--- src/rtl/ysyx_041514_pipe_ctrl_pkg.sv ---
// Shared constants for the pipeline controller: stage bit positions, FSM states,
// redirect kinds and the fixed redirect flush masks.
package ysyx_041514_pipe_ctrl_pkg;

   localparam int PIPE_XLEN   = 64;
   localparam int PIPE_NSTAGE = 6;

   localparam int CTRLBUS_PC  = 0;
   localparam int CTRLBUS_IF  = 1;
   localparam int CTRLBUS_ID  = 2;
   localparam int CTRLBUS_EXE = 3;
   localparam int CTRLBUS_MEM = 4;
   localparam int CTRLBUS_WB  = 5;

   // trap/fence.i squash IF..MEM, a branch resolved in EXE squashes IF..ID
   localparam logic [PIPE_NSTAGE-1:0] FLUSH_LONG  = 6'b011110;
   localparam logic [PIPE_NSTAGE-1:0] FLUSH_SHORT = 6'b000110;

   typedef enum logic [1:0] {
      ST_IDLE  = 2'd0,
      ST_HOLD  = 2'd1,
      ST_FENCE = 2'd2
   } ctrl_state_e;

   typedef enum logic [1:0] {
      RK_NONE   = 2'd0,
      RK_BRANCH = 2'd1,
      RK_TRAP   = 2'd2,
      RK_FENCE  = 2'd3
   } redir_kind_e;

   typedef struct packed {
      redir_kind_e           kind;
      logic [PIPE_XLEN-1:0]  pc;
   } redir_t;

endpackage

--- src/rtl/ysyx_041514_pipe_ctrl_if.sv ---
// Handshake/bus bundle between the pipeline stages, the icache and the controller.
interface ysyx_041514_pipe_ctrl_if
   import ysyx_041514_pipe_ctrl_pkg::*;
#(
   parameter int XLEN   = PIPE_XLEN,
   parameter int NSTAGE = PIPE_NSTAGE
);
   logic              if_stall_req_i;
   logic              id_stall_req_i;
   logic              exe_stall_req_i;
   logic              mem_stall_req_i;
   logic              branch_valid_i;
   logic [XLEN-1:0]   branch_pc_i;
   logic              trap_valid_i;
   logic [XLEN-1:0]   trap_pc_i;
   logic              fencei_valid_i;
   logic [XLEN-1:0]   fencei_pc_i;
   logic              icache_flush_done_i;
   logic              icache_flush_o;
   logic [NSTAGE-1:0] stall_valid_o;
   logic [NSTAGE-1:0] flush_valid_o;
   logic [XLEN-1:0]   branch_pc_o;
   logic              branch_pc_valid_o;
   logic [XLEN-1:0]   clint_pc_o;
   logic              clint_pc_valid_o;
   logic              clint_pc_plus4_valid_o;

   modport master (
      output if_stall_req_i, id_stall_req_i, exe_stall_req_i, mem_stall_req_i,
             branch_valid_i, branch_pc_i, trap_valid_i, trap_pc_i,
             fencei_valid_i, fencei_pc_i, icache_flush_done_i,
      input  icache_flush_o, stall_valid_o, flush_valid_o, branch_pc_o,
             branch_pc_valid_o, clint_pc_o, clint_pc_valid_o, clint_pc_plus4_valid_o
   );

   modport slave (
      input  if_stall_req_i, id_stall_req_i, exe_stall_req_i, mem_stall_req_i,
             branch_valid_i, branch_pc_i, trap_valid_i, trap_pc_i,
             fencei_valid_i, fencei_pc_i, icache_flush_done_i,
      output icache_flush_o, stall_valid_o, flush_valid_o, branch_pc_o,
             branch_pc_valid_o, clint_pc_o, clint_pc_valid_o, clint_pc_plus4_valid_o
   );
endinterface

--- src/rtl/ysyx_041514_stall_gen.sv ---
// Priority stall/bubble encoder: the oldest requesting stage stalls itself and
// everything younger, and a bubble is inserted into the stage after it.
module ysyx_041514_stall_gen
   import ysyx_041514_pipe_ctrl_pkg::*;
#(
   parameter int NSTAGE = PIPE_NSTAGE
) (
   input  logic              if_req_i,
   input  logic              id_req_i,
   input  logic              exe_req_i,
   input  logic              mem_req_i,
   output logic [NSTAGE-1:0] stall_o,
   output logic [NSTAGE-1:0] flush_o
);

   always_comb begin
      stall_o = '0;
      flush_o = '0;
      if (mem_req_i) begin
         // WB holds its result rather than taking a bubble
         stall_o[CTRLBUS_WB:CTRLBUS_PC] = '1;
      end else if (exe_req_i) begin
         stall_o[CTRLBUS_EXE:CTRLBUS_PC] = '1;
         flush_o[CTRLBUS_MEM]            = 1'b1;
      end else if (id_req_i) begin
         stall_o[CTRLBUS_ID:CTRLBUS_PC]  = '1;
         flush_o[CTRLBUS_EXE]            = 1'b1;
      end else if (if_req_i) begin
         stall_o[CTRLBUS_IF:CTRLBUS_PC]  = '1;
         flush_o[CTRLBUS_ID]             = 1'b1;
      end
   end

endmodule

--- src/rtl/ysyx_041514_pipe_ctrl.sv ---
// Pipeline controller: stall/flush buses, redirect arbitration, pending redirect
// while the PC is stalled, and fence.i icache sequencing. YSYX_041514_PIPE_PERF_EN adds perf counters.
module ysyx_041514_pipe_ctrl
   import ysyx_041514_pipe_ctrl_pkg::*;
#(
   parameter int XLEN   = PIPE_XLEN,
   parameter int NSTAGE = PIPE_NSTAGE
) (
   input  logic                  clk,
   input  logic                  rst_n,
   ysyx_041514_pipe_ctrl_if.slave bus
`ifdef YSYX_041514_PIPE_PERF_EN
   ,
   output logic [63:0]           perf_stall_cycles_o,
   output logic [63:0]           perf_redirect_cnt_o
`endif
);

   ctrl_state_e       state_q;
   redir_t            pend_q;
   logic              icache_flush_q;

   logic [NSTAGE-1:0] sg_stall, sg_flush;
   logic [NSTAGE-1:0] rflush, ctl_stall;
   logic              iss_br, iss_cl, iss_p4;
   logic [XLEN-1:0]   iss_pc;
   redir_t            eff;

   ysyx_041514_stall_gen #(.NSTAGE(NSTAGE)) u_stall_gen (
      .if_req_i  (bus.if_stall_req_i),
      .id_req_i  (bus.id_stall_req_i),
      .exe_req_i (bus.exe_stall_req_i),
      .mem_req_i (bus.mem_stall_req_i),
      .stall_o   (sg_stall),
      .flush_o   (sg_flush)
   );

   always_comb begin
      iss_br    = 1'b0;
      iss_cl    = 1'b0;
      iss_p4    = 1'b0;
      iss_pc    = '0;
      rflush    = '0;
      ctl_stall = '0;
      // a trap arriving this cycle always beats whatever is waiting
      eff.kind  = bus.trap_valid_i ? RK_TRAP : pend_q.kind;
      eff.pc    = bus.trap_valid_i ? bus.trap_pc_i : pend_q.pc;
      case (state_q)
         ST_IDLE: begin
            if (bus.trap_valid_i) begin
               rflush = FLUSH_LONG;
               if (!bus.if_stall_req_i) begin
                  iss_cl = 1'b1;
                  iss_pc = bus.trap_pc_i;
               end
            end else if (bus.fencei_valid_i) begin
               rflush = FLUSH_LONG;
            end else if (bus.branch_valid_i) begin
               rflush = FLUSH_SHORT;
               if (!bus.if_stall_req_i) begin
                  iss_br = 1'b1;
                  iss_pc = bus.branch_pc_i;
               end
            end
         end
         ST_HOLD: begin
            if (bus.trap_valid_i) rflush = FLUSH_LONG;
            if (!bus.if_stall_req_i) begin
               iss_br = (eff.kind == RK_BRANCH);
               iss_cl = (eff.kind == RK_TRAP);
               iss_pc = eff.pc;
            end else begin
               ctl_stall[CTRLBUS_PC] = 1'b1;
            end
         end
         ST_FENCE: begin
            if (bus.trap_valid_i) rflush = FLUSH_LONG;
            if (bus.icache_flush_done_i) begin
               iss_cl = 1'b1;
               iss_p4 = (eff.kind == RK_FENCE);
               iss_pc = eff.pc;
            end else begin
               ctl_stall[CTRLBUS_IF:CTRLBUS_PC] = '1;
            end
         end
         default: ;
      endcase
   end

   always_ff @(posedge clk or negedge rst_n) begin
      if (!rst_n) begin
         state_q        <= ST_IDLE;
         pend_q         <= '0;
         icache_flush_q <= 1'b0;
      end else begin
         case (state_q)
            ST_IDLE: begin
               if (bus.trap_valid_i) begin
                  if (bus.if_stall_req_i) begin
                     pend_q  <= '{kind: RK_TRAP, pc: bus.trap_pc_i};
                     state_q <= ST_HOLD;
                  end
               end else if (bus.fencei_valid_i) begin
                  pend_q         <= '{kind: RK_FENCE, pc: bus.fencei_pc_i};
                  icache_flush_q <= 1'b1;
                  state_q        <= ST_FENCE;
               end else if (bus.branch_valid_i && bus.if_stall_req_i) begin
                  pend_q  <= '{kind: RK_BRANCH, pc: bus.branch_pc_i};
                  state_q <= ST_HOLD;
               end
            end
            ST_HOLD: begin
               if (!bus.if_stall_req_i) begin
                  pend_q  <= '0;
                  state_q <= ST_IDLE;
               end else if (bus.trap_valid_i) begin
                  pend_q  <= '{kind: RK_TRAP, pc: bus.trap_pc_i};
               end
            end
            ST_FENCE: begin
               if (bus.icache_flush_done_i) begin
                  pend_q         <= '0;
                  icache_flush_q <= 1'b0;
                  state_q        <= ST_IDLE;
               end else if (bus.trap_valid_i) begin
                  pend_q <= '{kind: RK_TRAP, pc: bus.trap_pc_i};
               end
            end
            default: state_q <= ST_IDLE;
         endcase
      end
   end

   // flushed stages drop their stall; combinational outputs are forced quiet during reset
   logic [NSTAGE-1:0] stall_all, flush_all;
   assign stall_all = (sg_stall | ctl_stall) & ~rflush;
   assign flush_all = (sg_flush | rflush) & ~{{(NSTAGE-1){1'b0}}, 1'b1};

   assign bus.stall_valid_o          = rst_n ? stall_all : '0;
   assign bus.flush_valid_o          = rst_n ? flush_all : '0;
   assign bus.branch_pc_valid_o      = rst_n & iss_br;
   assign bus.branch_pc_o            = (rst_n & iss_br) ? iss_pc : '0;
   assign bus.clint_pc_valid_o       = rst_n & iss_cl;
   assign bus.clint_pc_plus4_valid_o = rst_n & iss_cl & iss_p4;
   assign bus.clint_pc_o             = (rst_n & iss_cl) ? iss_pc : '0;
   assign bus.icache_flush_o         = icache_flush_q;

`ifdef YSYX_041514_PIPE_PERF_EN
   logic [63:0] perf_stall_q, perf_redir_q;
   always_ff @(posedge clk or negedge rst_n) begin
      if (!rst_n) begin
         perf_stall_q <= '0;
         perf_redir_q <= '0;
      end else begin
         if (bus.stall_valid_o[CTRLBUS_PC])                perf_stall_q <= perf_stall_q + 64'd1;
         if (bus.branch_pc_valid_o | bus.clint_pc_valid_o) perf_redir_q <= perf_redir_q + 64'd1;
      end
   end
   assign perf_stall_cycles_o = perf_stall_q;
   assign perf_redirect_cnt_o = perf_redir_q;
`endif

endmodule

--- src/flat_wrapper.sv ---
// flat-port wrapper written by rule: the top's interface ports become plain ports
module ysyx_041514_pipe_ctrl_flat import ysyx_041514_pipe_ctrl_pkg::*;
#(
   parameter int XLEN   = PIPE_XLEN,
   parameter int NSTAGE = PIPE_NSTAGE
)
  (clk, rst_n, bus_if_stall_req_i, bus_id_stall_req_i, bus_exe_stall_req_i, bus_mem_stall_req_i, bus_branch_valid_i, bus_branch_pc_i, bus_trap_valid_i, bus_trap_pc_i, bus_fencei_valid_i, bus_fencei_pc_i, bus_icache_flush_done_i, bus_icache_flush_o, bus_stall_valid_o, bus_flush_valid_o, bus_branch_pc_o, bus_branch_pc_valid_o, bus_clint_pc_o, bus_clint_pc_valid_o, bus_clint_pc_plus4_valid_o);
  ysyx_041514_pipe_ctrl_if #(.XLEN(XLEN), .NSTAGE(NSTAGE)) bus_i ();
  input  logic clk;
  input  logic rst_n;
  input wire logic [$bits(bus_i.if_stall_req_i)-1:0] bus_if_stall_req_i;
  input wire logic [$bits(bus_i.id_stall_req_i)-1:0] bus_id_stall_req_i;
  input wire logic [$bits(bus_i.exe_stall_req_i)-1:0] bus_exe_stall_req_i;
  input wire logic [$bits(bus_i.mem_stall_req_i)-1:0] bus_mem_stall_req_i;
  input wire logic [$bits(bus_i.branch_valid_i)-1:0] bus_branch_valid_i;
  input wire logic [$bits(bus_i.branch_pc_i)-1:0] bus_branch_pc_i;
  input wire logic [$bits(bus_i.trap_valid_i)-1:0] bus_trap_valid_i;
  input wire logic [$bits(bus_i.trap_pc_i)-1:0] bus_trap_pc_i;
  input wire logic [$bits(bus_i.fencei_valid_i)-1:0] bus_fencei_valid_i;
  input wire logic [$bits(bus_i.fencei_pc_i)-1:0] bus_fencei_pc_i;
  input wire logic [$bits(bus_i.icache_flush_done_i)-1:0] bus_icache_flush_done_i;
  output wire logic [$bits(bus_i.icache_flush_o)-1:0] bus_icache_flush_o;
  output wire logic [$bits(bus_i.stall_valid_o)-1:0] bus_stall_valid_o;
  output wire logic [$bits(bus_i.flush_valid_o)-1:0] bus_flush_valid_o;
  output wire logic [$bits(bus_i.branch_pc_o)-1:0] bus_branch_pc_o;
  output wire logic [$bits(bus_i.branch_pc_valid_o)-1:0] bus_branch_pc_valid_o;
  output wire logic [$bits(bus_i.clint_pc_o)-1:0] bus_clint_pc_o;
  output wire logic [$bits(bus_i.clint_pc_valid_o)-1:0] bus_clint_pc_valid_o;
  output wire logic [$bits(bus_i.clint_pc_plus4_valid_o)-1:0] bus_clint_pc_plus4_valid_o;
  assign bus_i.if_stall_req_i = bus_if_stall_req_i;
  assign bus_i.id_stall_req_i = bus_id_stall_req_i;
  assign bus_i.exe_stall_req_i = bus_exe_stall_req_i;
  assign bus_i.mem_stall_req_i = bus_mem_stall_req_i;
  assign bus_i.branch_valid_i = bus_branch_valid_i;
  assign bus_i.branch_pc_i = bus_branch_pc_i;
  assign bus_i.trap_valid_i = bus_trap_valid_i;
  assign bus_i.trap_pc_i = bus_trap_pc_i;
  assign bus_i.fencei_valid_i = bus_fencei_valid_i;
  assign bus_i.fencei_pc_i = bus_fencei_pc_i;
  assign bus_i.icache_flush_done_i = bus_icache_flush_done_i;
  assign bus_icache_flush_o = bus_i.icache_flush_o;
  assign bus_stall_valid_o = bus_i.stall_valid_o;
  assign bus_flush_valid_o = bus_i.flush_valid_o;
  assign bus_branch_pc_o = bus_i.branch_pc_o;
  assign bus_branch_pc_valid_o = bus_i.branch_pc_valid_o;
  assign bus_clint_pc_o = bus_i.clint_pc_o;
  assign bus_clint_pc_valid_o = bus_i.clint_pc_valid_o;
  assign bus_clint_pc_plus4_valid_o = bus_i.clint_pc_plus4_valid_o;
  ysyx_041514_pipe_ctrl #(.XLEN(XLEN), .NSTAGE(NSTAGE)) u_core (.clk(clk), .rst_n(rst_n), .bus(bus_i));
endmodule
--- config.mk ---
export PLATFORM = sky130hd
export DESIGN_NAME = ysyx_041514_pipe_ctrl_flat
export DESIGN_NICKNAME = d
export VERILOG_FILES = /design/src/rtl/ysyx_041514_pipe_ctrl_pkg.sv /design/src/rtl/ysyx_041514_pipe_ctrl_if.sv /design/src/rtl/ysyx_041514_stall_gen.sv /design/src/rtl/ysyx_041514_pipe_ctrl.sv /design/src/flat_wrapper.sv
export SDC_FILE = /design/constraint.sdc
export NUM_CORES = 1
export LEC_CHECK = 0
export BUFFER_PORTS_ARGS = -buffer_cell sky130_fd_sc_hd__buf_4
export CORE_AREA = 2 2 133 135
export DETAILED_ROUTE_END_ITERATION = 10
export DIE_AREA = 0 0 135 137
export PLACE_DENSITY = 0.73
export SYNTH_ARGS = -nofsm -noshare
export SYNTH_HDL_FRONTEND = slang
export SYNTH_HIERARCHICAL = 1
export SYNTH_SLANG_ARGS = --single-unit
--- constraint.sdc ---
create_clock -name clk -period 4.8 [get_ports clk]
set_input_delay 1.44 -clock clk [delete_from_list [all_inputs] [get_ports clk]]
set_output_delay 1.44 -clock clk [all_outputs]
set_load 0.1 [all_outputs]
==> results_dict.tcl, run 1 <==
set metrics [dict create \
    p_per_area_nw_per_um2 486 \
    port-buffer-count 343 \
    clock-sinks 69 \
    first_iter_violations 613 \
    drive_gt1_share_pct 55.2 \
    tns_ns 0 \
    cts_buffer_depth 2 \
    worstPathArrival_ns 3.26 \
    fin_util_pct 56.7 \
    grt_pass1_wl_um 38200 \
    critPathLaunchType "input port" \
    die_h_um 137 \
    holdBufCountCts 0 \
    rsz0062_at_grt "true" \
    finalHoldViolCount 0 \
    clkTransAtPathRegs_ns 0.06 \
    ir_worst_vdd_mv 0.331 \
    wl_per_cell_um 20.7 \
    antenna_cells 0 \
    grt_max_degree 70 \
    root_buffer "clkbuf_16" \
    setup_viol 0 \
    hpwlAfterDp_um 17500 \
    dieWidth_um 135 \
    fmax_mhz 213 \
    required_ns 3.36 \
    slew_violations 0 \
    clkLatencyLatePin_ns 0.34 \
    syn_area_per_cell_um2 9.61 \
    viasPerCell 5.89 \
    drtPass1Iterations 7 \
    timing.final.crit_share_pct 97.9 \
    io-pin-count 346 \
    path_class "input port to primary output" \
    final_antenna_net_count 0 \
    pre_cts_slack_ns 0.0511 \
    instances_no_fill 1211 \
    fin_skew_ns 0.00859 \
    grt_pass1_vias 7012 \
    cts.htree.levels 3 \
    start_util_pct 38.7 \
    outcome "completed" \
    fin_nets 1187 \
    leakage_nw 4.30 \
    tightest_slew_ns 1.19 \
    syn_to_final_growth_pct 46.5 \
    crit_path_end_kind "primary output" \
    syn_inst 687 \
    grt_util_all_layers_pct 26.1 \
    die_area_um2 18500 \
    synth_area_um2 6600 \
    vias 7138 \
    numCtsBuffers 9 \
    cts_tree "yes" \
    slew_headroom_pct 20.6 \
    drv_cap 0 \
    antenna_found_initial 0 \
    place_area_um2 9320 \
    drt-total-wl_um 25100 \
    overflow 0 \
    min_period_ns 4.70 \
    fin_ws_ns 0.103 \
    yosys_warnings 6 \
    route.detailed.drc 0 \
    rows 48 \
    crit_fanout 65 \
    hold_path_class "flip-flop to flip-flop" \
    final_cell_area_um2 9670 \
    place.gp.congestion 0.855 \
    core_area_um2 17100 \
    dpl.cell_count 1194 \
]
final cells by class:
type                       count  area (µm²)
fill                        1545        7380
multi-input combinational    529        4490
timing repair buffer         368        2830
sequential                    69        1730
clock buffer                  14         294
tap                          225         282
clock inverter                 2        37.5
inverter                       4        15.0
cells in the final DEF, fill, tap and decap left out, types with 6 or more instances in the layout:
| cell | n |
|---|---|
| nor2_1 | 51 |
| nor2b_1 | 6 |
| nor2_2 | 80 |
| o21a_1 | 6 |
| o2bb2ai_2 | 8 |
| dfrtp_1 | 69 |
| nand2_1 | 10 |
| mux2_2 | 56 |
| buf_4 | 361 |
| a2bb2oi_1 | 65 |
| o2bb2ai_1 | 57 |
| mux2_1 | 8 |
| clkbuf_16 | 9 |
| a222oi_1 | 64 |
| mux2i_1 | 64 |
per-stage QoR:
stage	power (W)	hold WS (ns)
final	0.00470	0.494
after global routing	0.00496	0.498
after CTS	0.00471	0.493
after detailed placement	0.00396	0.478
after global placement	0.00393	0.476
after floorplan	0.00332	0.457
critical path, cell delays in order:
cell      delay, ns
buf_4          0.13
nand2b_4       0.15
o21bai_1       0.12
a31o_4         0.94
nor2_1         0.17
buf_6          0.25
worst paths after layout:
path | start | endpoint | slack (ns) | cells after the start
max | bus_if_stall_req_i | bus_clint_pc_o[3] | 0.10 | 6
min | u_core/pend_q[9] | u_core/pend_q[9] | 0.49 | 1
max reg2reg | u_core/state_q[1] | u_core/pend_q[34] | 1.84 | 8
min reg2reg | u_core/pend_q[9] | u_core/pend_q[9] | 0.49 | 1
max in group asynchronous | rst_n | u_core/pend_q[51] | 3.22 | 2
min in group asynchronous | rst_n | u_core/pend_q[55] | 1.19 | 2
state kept, by name, summed over array words and instances, names as in the netlist:
signal	count
u_core/pend_q	66
u_core/state_q	2
u_core/bus.icache_flush_o	1
repair_timing:
| item | in CTS | in global routing |
|---|---|---|
| gates resized for setup | 0 | 3 |
| buffers inserted | 0 | 1 |
| hold endpoints to repair | 0 | 0 |
| setup endpoints to repair | 0 | 3 |
power breakdown:
| part | internal (W) | switching [W] |
|---|---|---|
| sequential | 0.000857 | 0.000177 |
| combinational | 0.00112 | 0.00183 |
| clock | 0.000473 | 0.000249 |
routing by layer:
| layer | vias to the layer above | wire length, µm | track usage (%) |
|---|---|---|---|
| li1 | 3285 | - | - |
| met1 | 3438 | 9790 | 31.3 |
| met2 | 361 | 12400 | 45.0 |
| met3 | 54 | 2000 | 5.33 |
| met4 | 0 | 826 | 12.0 |
| met5 | - | 0 | 0 |
(Power assumes the default switching activity.)
==> run 2: changes to the inputs <==
==> constraint.sdc (replaced) <==
create_clock -name clk -period 4.8 [get_ports clk]
set_input_delay 0.72 -clock clk [delete_from_list [all_inputs] [get_ports clk]]
set_output_delay 0.72 -clock clk [all_outputs]
set_load 0.1 [all_outputs]
==> run 2 against run 1 <==
  * Power decreased by 2.7%
  * Clock skew increased by 0.0016 ns
  * Critical path depth increased by 2
  * Core utilization decreased by 2.0 points
  * Die area unchanged
  * Sequential power about the same
  * Combinational power decreased by 4%
  * Global-route usage decreased by 1.2 points
==> results_dict.tcl, run 2 (synthesized netlist as in run 1, its figures left out) <==
set metrics [dict create \
    clock-sinks 69 \
    wl_per_cell_um 20.0 \
    route.detailed.drc 0 \
    drt-total-wl_um 24100 \
    postCtsSetupBuffers 0 \
    timing.final.crit_share_pct 77.7 \
    cpMaxStageDelayCell "buf_4" \
    crit_path_end_kind "primary output" \
    antenna_cells 0 \
    hpwlAfterDp_um 16300 \
    fin_skew_ns 0.0102 \
    drive_gt1_share_pct 46.4 \
    required_ns 4.08 \
    grt_pass1_vias 6928 \
    drv_cap 0 \
    grt_util_all_layers_pct 24.9 \
    fin_ws_ns 1.07 \
    mostFrequentLayoutCell "buf_4" \
    viasPerCell 5.84 \
    cts.repair.resized 0 \
    cts_tree "yes" \
    pre_cts_slack_ns 1.34 \
    final_cell_area_um2 9330 \
    rsz0062_at_grt "false" \
    vias 7019 \
    first_iter_violations 665 \
    outcome "completed" \
    finalHoldViolCount 0 \
    route.met2.wl_um 12200 \
    io-pin-count 346 \
    grt_pass1_wl_um 36700 \
    critPathLaunchType "flip-flop" \
    worstPathArrival_ns 3.01 \
    fmax_mhz 268 \
    die_area_um2 18500 \
    crit_top_cell "buf_4" \
    overflow 0 \
    place.gp.congestion 0.777 \
    fillCellCount 1556 \
    critPathTopFamily "buffers and inverters" \
    slowest_delay_ns 0.64 \
    start_util_pct 38.7 \
    wl_met3_um 1800 \
    root_buffer "clkbuf_16" \
    clkLatencyLatePin_ns 0.34 \
    worst-path-buf-inv 3 \
    instances_no_fill 1202 \
    top_register "u_core/pend_q" \
    place_area_um2 9010 \
    cts.htree.levels 3 \
    leakage_nw 4.25 \
    setup_viol 0 \
    clkTransAtPathRegs_ns 0.06 \
    slew_violations 0 \
    dieWidth_um 135 \
    core_area_um2 17100 \
    crit_chain "inv_1 > ha_2 > nor2b_1 > and3_2 > buf_4 > a222oi_1 > nor2_1 > buf_4" \
    top_layer "met4" \
    crit_fanout 65 \
    die_h_um 137 \
    drtPass1Iterations 9 \
    p_per_area_nw_per_um2 491 \
    tightest_slew_ns 0.997 \
    drt-met1-wl_um 9580 \
    largest_reg_flops 66 \
    rows 48 \
    slew_headroom_pct 33.5 \
    hold_path_class "input port to asynchronous set/reset pin" \
    min_period_ns 3.73 \
    antenna_found_initial 0 \
    fin_nets 1178 \
    ir_worst_vdd_mv 0.294 \
    port-buffer-count 343 \
    holdBufCountCts 0 \
    dpl.cell_count 1186 \
    mostFrequentLayoutCells "buf_4 (357), nor2_1 (131), dfrtp_1 (69)" \
    final_antenna_net_count 0 \
    grt_max_degree 70 \
    hold_ws_ns 0.345 \
    syn_to_final_growth_pct 41.3 \
    cts_buffer_depth 2 \
    path_class "flip-flop to primary output" \
    tns_ns 0 \
    numCtsBuffers 9 \
]
-- run 2: worst paths after layout --
check | from | to | slack, ns | cells past startpoint
worst min register to register | u_core/pend_q[6] | u_core/pend_q[6] | 0.49 | 1
worst min-delay path | rst_n | u_core/pend_q[45] | 0.34 | 1
min in group clk | u_core/pend_q[6] | u_core/pend_q[6] | 0.49 | 1
worst max register to register | u_core/state_q[1] | u_core/pend_q[11] | 1.71 | 7
worst max-delay path | u_core/state_q[0] | bus_branch_pc_o[2] | 1.07 | 8
max in group asynchronous | rst_n | u_core/pend_q[22] | 3.48 | 2
-- run 2: power breakdown --
group / total, W / switching, W / leakage [nW] / internal (W)
Combinational: 0.00283 / 0.00175 / 3.23 / 0.00108
Clock: 0.000709 / 0.000257 / 0.151 / 0.000452
Sequential: 0.00104 / 0.000178 / 0.867 / 0.000857
Total: 0.00458 / 0.00219 / 4.25 / 0.00239
-- run 2: area by class of cell --
class / instances / area (µm²) / area share (%)
inverter: 4 / 15.0 / 0.161
clock inverter: 7 / 90.1 / 0.966
clock buffer: 9 / 225 / 2.41
timing repair buffer: 359 / 2720 / 29.2
multi-input combinational: 529 / 4270 / 45.8
tap: 225 / 282 / 3.02
sequential: 69 / 1730 / 18.5
-- run 2: routing by layer --
metal  global-route usage [%]  vias up
met5                        0        -
met2                     44.6      307
li1                         -     3268
met1                     30.0     3405
met4                     8.56        0
met3                     4.44       39
-- run 2: worst register-to-register path: stages (launching register included) --
cell	delay, ns
dfrtp_1	0.38
inv_1	0.08
ha_2	0.54
buf_4	0.62
inv_1	0.23
o31ai_4	0.24
buf_4	0.69
o2bb2ai_1	0.23
-- run 2: per-stage QoR --
step	util [%]	total power [W]
final	54.7	0.00458
after global placement	52.8	0.00384
after detailed placement	52.8	0.00387
after floorplan	-	0.00325
after global routing	54.7	0.00485
after CTS	54.7	0.00460
